### src/rtl/pal_cfg_loader.sv
// pal_cfg_loader: byte-wide configuration loader that serializes bytes LSB-first into the PAL fabric.
// Ports:
//   CLK          clock, all state on rising edge
//   RES_N        asynchronous active-low reset
//   START_I      one-cycle pulse, begin or restart a load
//   DIN_I        configuration byte, bit 0 shifted first
//   DIN_VALID_I  DIN_I holds a valid byte
//   DIN_READY_O  byte accepted this cycle when valid
//   CFG_O        serial configuration bit
//   SHIFT_O      CFG_O valid, fabric shifts one bit
//   APPLY_O      configuration committed (fabric enable)
//   BUSY_O       load in progress
//   DONE_O       one-cycle pulse after the last bit
//   BIT_CNT_O    bits shifted so far in the current load
module pal_cfg_loader #(
    parameter int N        = 8,
    parameter int M        = 4,
    parameter int P        = 14,
    parameter int CFG_BITS = 2*N*P + P*M,
    parameter int CNT_W    = $clog2(CFG_BITS+1)
) (
    input  logic             CLK,
    input  logic             RES_N,
    input  logic             START_I,
    input  logic [7:0]       DIN_I,
    input  logic             DIN_VALID_I,
    output logic             DIN_READY_O,
    output logic             CFG_O,
    output logic             SHIFT_O,
    output logic             APPLY_O,
    output logic             BUSY_O,
    output logic             DONE_O,
    output logic [CNT_W-1:0] BIT_CNT_O
);
    typedef enum logic [1:0] {IDLE, LOAD, SHIFT} state_t;
    state_t state, state_d;
    logic [7:0]       sreg;
    logic [2:0]       idx;
    logic [CNT_W-1:0] cnt_inc;
    logic             accept, last;
    assign DIN_READY_O = state == LOAD;
    assign SHIFT_O     = state == SHIFT;
    assign BUSY_O      = state != IDLE;
    // the captured byte shifts right each cycle, so bit 0 is always the current bit
    assign CFG_O       = SHIFT_O & sreg[0];
    always_comb begin
        cnt_inc = BIT_CNT_O + CNT_W'(1);
        accept  = state == LOAD && DIN_VALID_I;
        last    = state == SHIFT && cnt_inc == CNT_W'(CFG_BITS);
        state_d = state;
        // START overrides everything, including the terminal shift
        if (START_I)
            state_d = LOAD;
        else if (accept)
            state_d = SHIFT;
        else if (last)
            state_d = IDLE;
        else if (state == SHIFT && idx == 3'd7)
            state_d = LOAD;
    end
    always_ff @(posedge CLK or negedge RES_N) begin
        if (!RES_N) begin
            state     <= IDLE;
            sreg      <= '0;
            idx       <= '0;
            BIT_CNT_O <= '0;
            APPLY_O   <= 1'b0;
            DONE_O    <= 1'b0;
        end else begin
            state  <= state_d;
            DONE_O <= last && !START_I;
            if (START_I) begin
                sreg      <= '0;
                idx       <= '0;
                BIT_CNT_O <= '0;
                APPLY_O   <= 1'b0;
            end else if (accept) begin
                sreg <= DIN_I;
                idx  <= '0;
            end else if (state == SHIFT) begin
                sreg      <= sreg >> 1;
                idx       <= idx + 3'd1;
                BIT_CNT_O <= cnt_inc;
                if (last)
                    APPLY_O <= 1'b1;
            end
        end
    end
endmodule

### config.mk
export PLATFORM = sky130hd
export DESIGN_NAME = pal_cfg_loader
export DESIGN_NICKNAME = d
export VERILOG_FILES = /design/src/rtl/pal_cfg_loader.sv
export SDC_FILE = /design/constraint.sdc
export NUM_CORES = 1
export LEC_CHECK = 0
export CORE_MARGIN = 2
export CORE_UTILIZATION = 50
export CTS_CLUSTER_SIZE = 20
export DETAILED_ROUTE_END_ITERATION = 8
export HOLD_SLACK_MARGIN = 0.08
export PLACE_DENSITY = 0.81
export SYNTH_ARGS = -nofsm -noshare
export SYNTH_HDL_FRONTEND = slang
export SYNTH_SLANG_ARGS = --single-unit
### constraint.sdc
create_clock -name CLK -period 1.8 [get_ports CLK]
set_input_delay 0.18 -clock CLK [delete_from_list [all_inputs] [get_ports CLK]]
set_output_delay 0.18 -clock CLK [all_outputs]
set_load 0.005 [all_outputs]
==> reports/qor.txt <==
outcome: complete, no violations
detailed-route vias per instance: 5.60
leading area contributor after synthesis: dfrtp_1
GRT overflow: 0
most frequent cell after synthesis: dfrtp_1
cts hold-fix bufs: 0
Netlist Area Pre-Place: 1340 sq um
pin count of the biggest net entering global routing: 25
vias in the first global route: 1089
CP startpoint kind: register
Synth cell types: 41
H-tree depth: 1
critical path peak fanout: 7
Primary FF master, synth: dfrtp_1
Max IR drop VDD: 0.447 mV
Clock Power Share: 22.6%
fin crit period: 1.72 ns
wire length per cell: 14.1 um
Die W: 55.8 um
Row Count: 18
Setup crit end kind: output port
max-slew violation count: 0
area delta synth->final: 24.9%
power share of the combinational group: 19.3%
CORE AREA: 2520 sq um
final setup vio count: 0
Antenna diodes: 0
initial antenna violation count: 0
drt first-iter violations: 32
DIE AREA: 3120 sq um
crit path DAT: 1.54 ns
EDFF count, synth: 0
Total Power: 0.00102 W
Max Fclk: 583 MHz
Total GRT Usage: 19.5%
CTS Buf Count: 3
fin crit share: 95.4%
Reg clk slew, reported paths: 0.13 ns
Syn Nets: 154
slowest stage cell, crit path: clkdlybuf4s50_1
Lkg Pwr: 0.736 nW
required time of the critical path: 1.62 ns
Mean Syn Cell Area: 9.67 sq um
post-route ant nets: 0
via count: 1119
later-pin clock latency in the skew report: 0.31 ns
# DRC: 0
sequential area share after synthesis: 44.7%
crit-path cells: buf_4 -> buf_4 -> nor2b_1 -> clkdlybuf4s50_1
first-pass GRT wire length: 4900 um
internal power: 0.000748 W
Placer Congestion: 0.827
TritonCTS clock tree: built
nets@finish: 187
sw frac: 26.8%
CTS max path bufs: 2
clock skew: 0.0112 ns
Util after Layout: 66.5%
share of the synthesized area in the top cell type: 44.7%
cell count after synthesis: 139
DR pass1 iterations: 4
CP top delay family: buffers and inverters
clk sinks: 24
Net Sw Power: 0.000274 W
top cells by count, synth: dfrtp_1 (24), nand2_1 (20), nor2_1 (18)
FF+latch count, synth: 24
Synth Warn #: 0
port buffer count: 26
synth top area cells: dfrtp_1 (45%), nand2_1 (5.6%), nor2_1 (5.0%)
Crit Path Category: reg2out
CP dominant cell by count: buf_4
async set-or-reset flop fraction in the synthesized netlist: 100%
Buf/Inv on CP: 3
max-cap violation count: 0
RSZ-0062 raised after global routing: no
PwrDens: 609 nW/um^2
Die Y: 55.8 um
Initial Utilization: 53.3%
sequential share of power: 58.1%
Rel. slew slack: 68.6%
max incr delay on CP: 0.43 ns
Routed WL: 2820 um
Hold/Removal Path Class: in2async
Hold Violations, Final: 0
setup TNS: 0 ns
HPWL Detailed: 2020 um
Root Driver: clkbuf_4
Boundary Pins: 27
ratio of cells with drive above 1 in the final layout: 15.3%
actual slew at the worst max-slew pin: 0.467 ns
Hold WS: 0.202 ns
layout make-up:
| class | instances | area [sq um] |
|---|---|---|
| fill | 205 | 845 |
| timing repair buffer | 35 | 333 |
| clock buffer | 3 | 22.5 |
| sequential | 24 | 602 |
| multi-input combinational | 105 | 664 |
| tap | 30 | 37.5 |
| inverter | 3 | 18.8 |
stage by stage:
stage               std cells  cell area, sq um  setup WS [ns]
global placement          194              1620          0.267
global route              200              1680         0.0227
finish                    200              1680         0.0835
CTS                       199              1660        0.00167
detailed placement        194              1620          0.203
floorplan                 139              1340          0.180
cell usage in the layout (no fill, tap or decap), types with 3 or more instances in the layout:
| cell type | synthesis | layout |
|---|---|---|
| buf_4 | 0 | 9 |
| ha_1 | 3 | 3 |
| nand3_1 | 9 | 9 |
| a21oi_1 | 7 | 7 |
| nand4_1 | 5 | 5 |
| clkdlybuf4s50_1 | 0 | 24 |
| xnor2_1 | 3 | 3 |
| xor2_1 | 5 | 5 |
| nand2_1 | 20 | 20 |
| clkbuf_4 | 0 | 3 |
| dfrtp_1 | 24 | 23 |
| nor2_1 | 18 | 18 |
| a311oi_1 | 7 | 7 |
flip-flops by register name, indices dropped and copies added, names as in the netlist:
register / count
APPLY_O: 1
BIT_CNT_O: 9
DONE_O: 1
idx: 3
sreg: 8
state: 2
power by group through the flow:
stage | combinational [W] | clock [W] | sequential [W]
after floorplan | 0.000116 | 0 | 0.000604
after global placement | 0.000167 | 0 | 0.000608
after detailed placement | 0.000173 | 0 | 0.000610
after CTS | 0.000197 | 0.000241 | 0.000593
after global routing | 0.000221 | 0.000259 | 0.000598
final | 0.000197 | 0.000230 | 0.000594
worst paths after layout:
check / start / end / slack [ns] / depth (start not counted)
setup / recovery: state[0] / DIN_READY_O / 0.08 / 4
hold / removal: RES_N / BIT_CNT_O[3] / 0.20 / 2
min in group CLK: DIN_I[4] / sreg[4] / 0.46 / 3
hold reg to reg: idx[1] / idx[1] / 0.56 / 2
max in group asynchronous: RES_N / state[1] / 1.34 / 2
setup reg to reg: BIT_CNT_O[0] / state[1] / 0.18 / 5
kinds of logic (layout without fill, tap and decap cells):
group	after synthesis	in the layout	synth area share [%]
DFF	24	24	44.7
buffers and inverters	10	41	5.87
adders and majority gates	3	3	2.79
AOI/OAI and AO/OA	24	24	13.8
xor gates and xnor gates	8	8	5.21
and+or+nand+nor	70	70	27.7
timing repair:
item | 4_1_cts | 5_1_grt
setup buffers | 2 | 1
setup endpoints to repair | 2 | 2
gates resized for setup | 2 | 3
per-layer routing:
metal	share of wire [%]	vias to the layer above	track usage, %
li1	-	557	-
met4	1.5	0	7.14
met1	47	531	26.5
met3	4.1	4	3.26
met2	48	27	31.5
met5	0	-	0
worst reg2reg max path: stages (launching register included):
cell and delay [ns]:
dfrtp_1 0.50, ha_1 0.22, inv_1 0.07, or4_4 0.52, nand4_2 0.12, o221ai_2 0.09
Power figures use the tool's default switching activity.
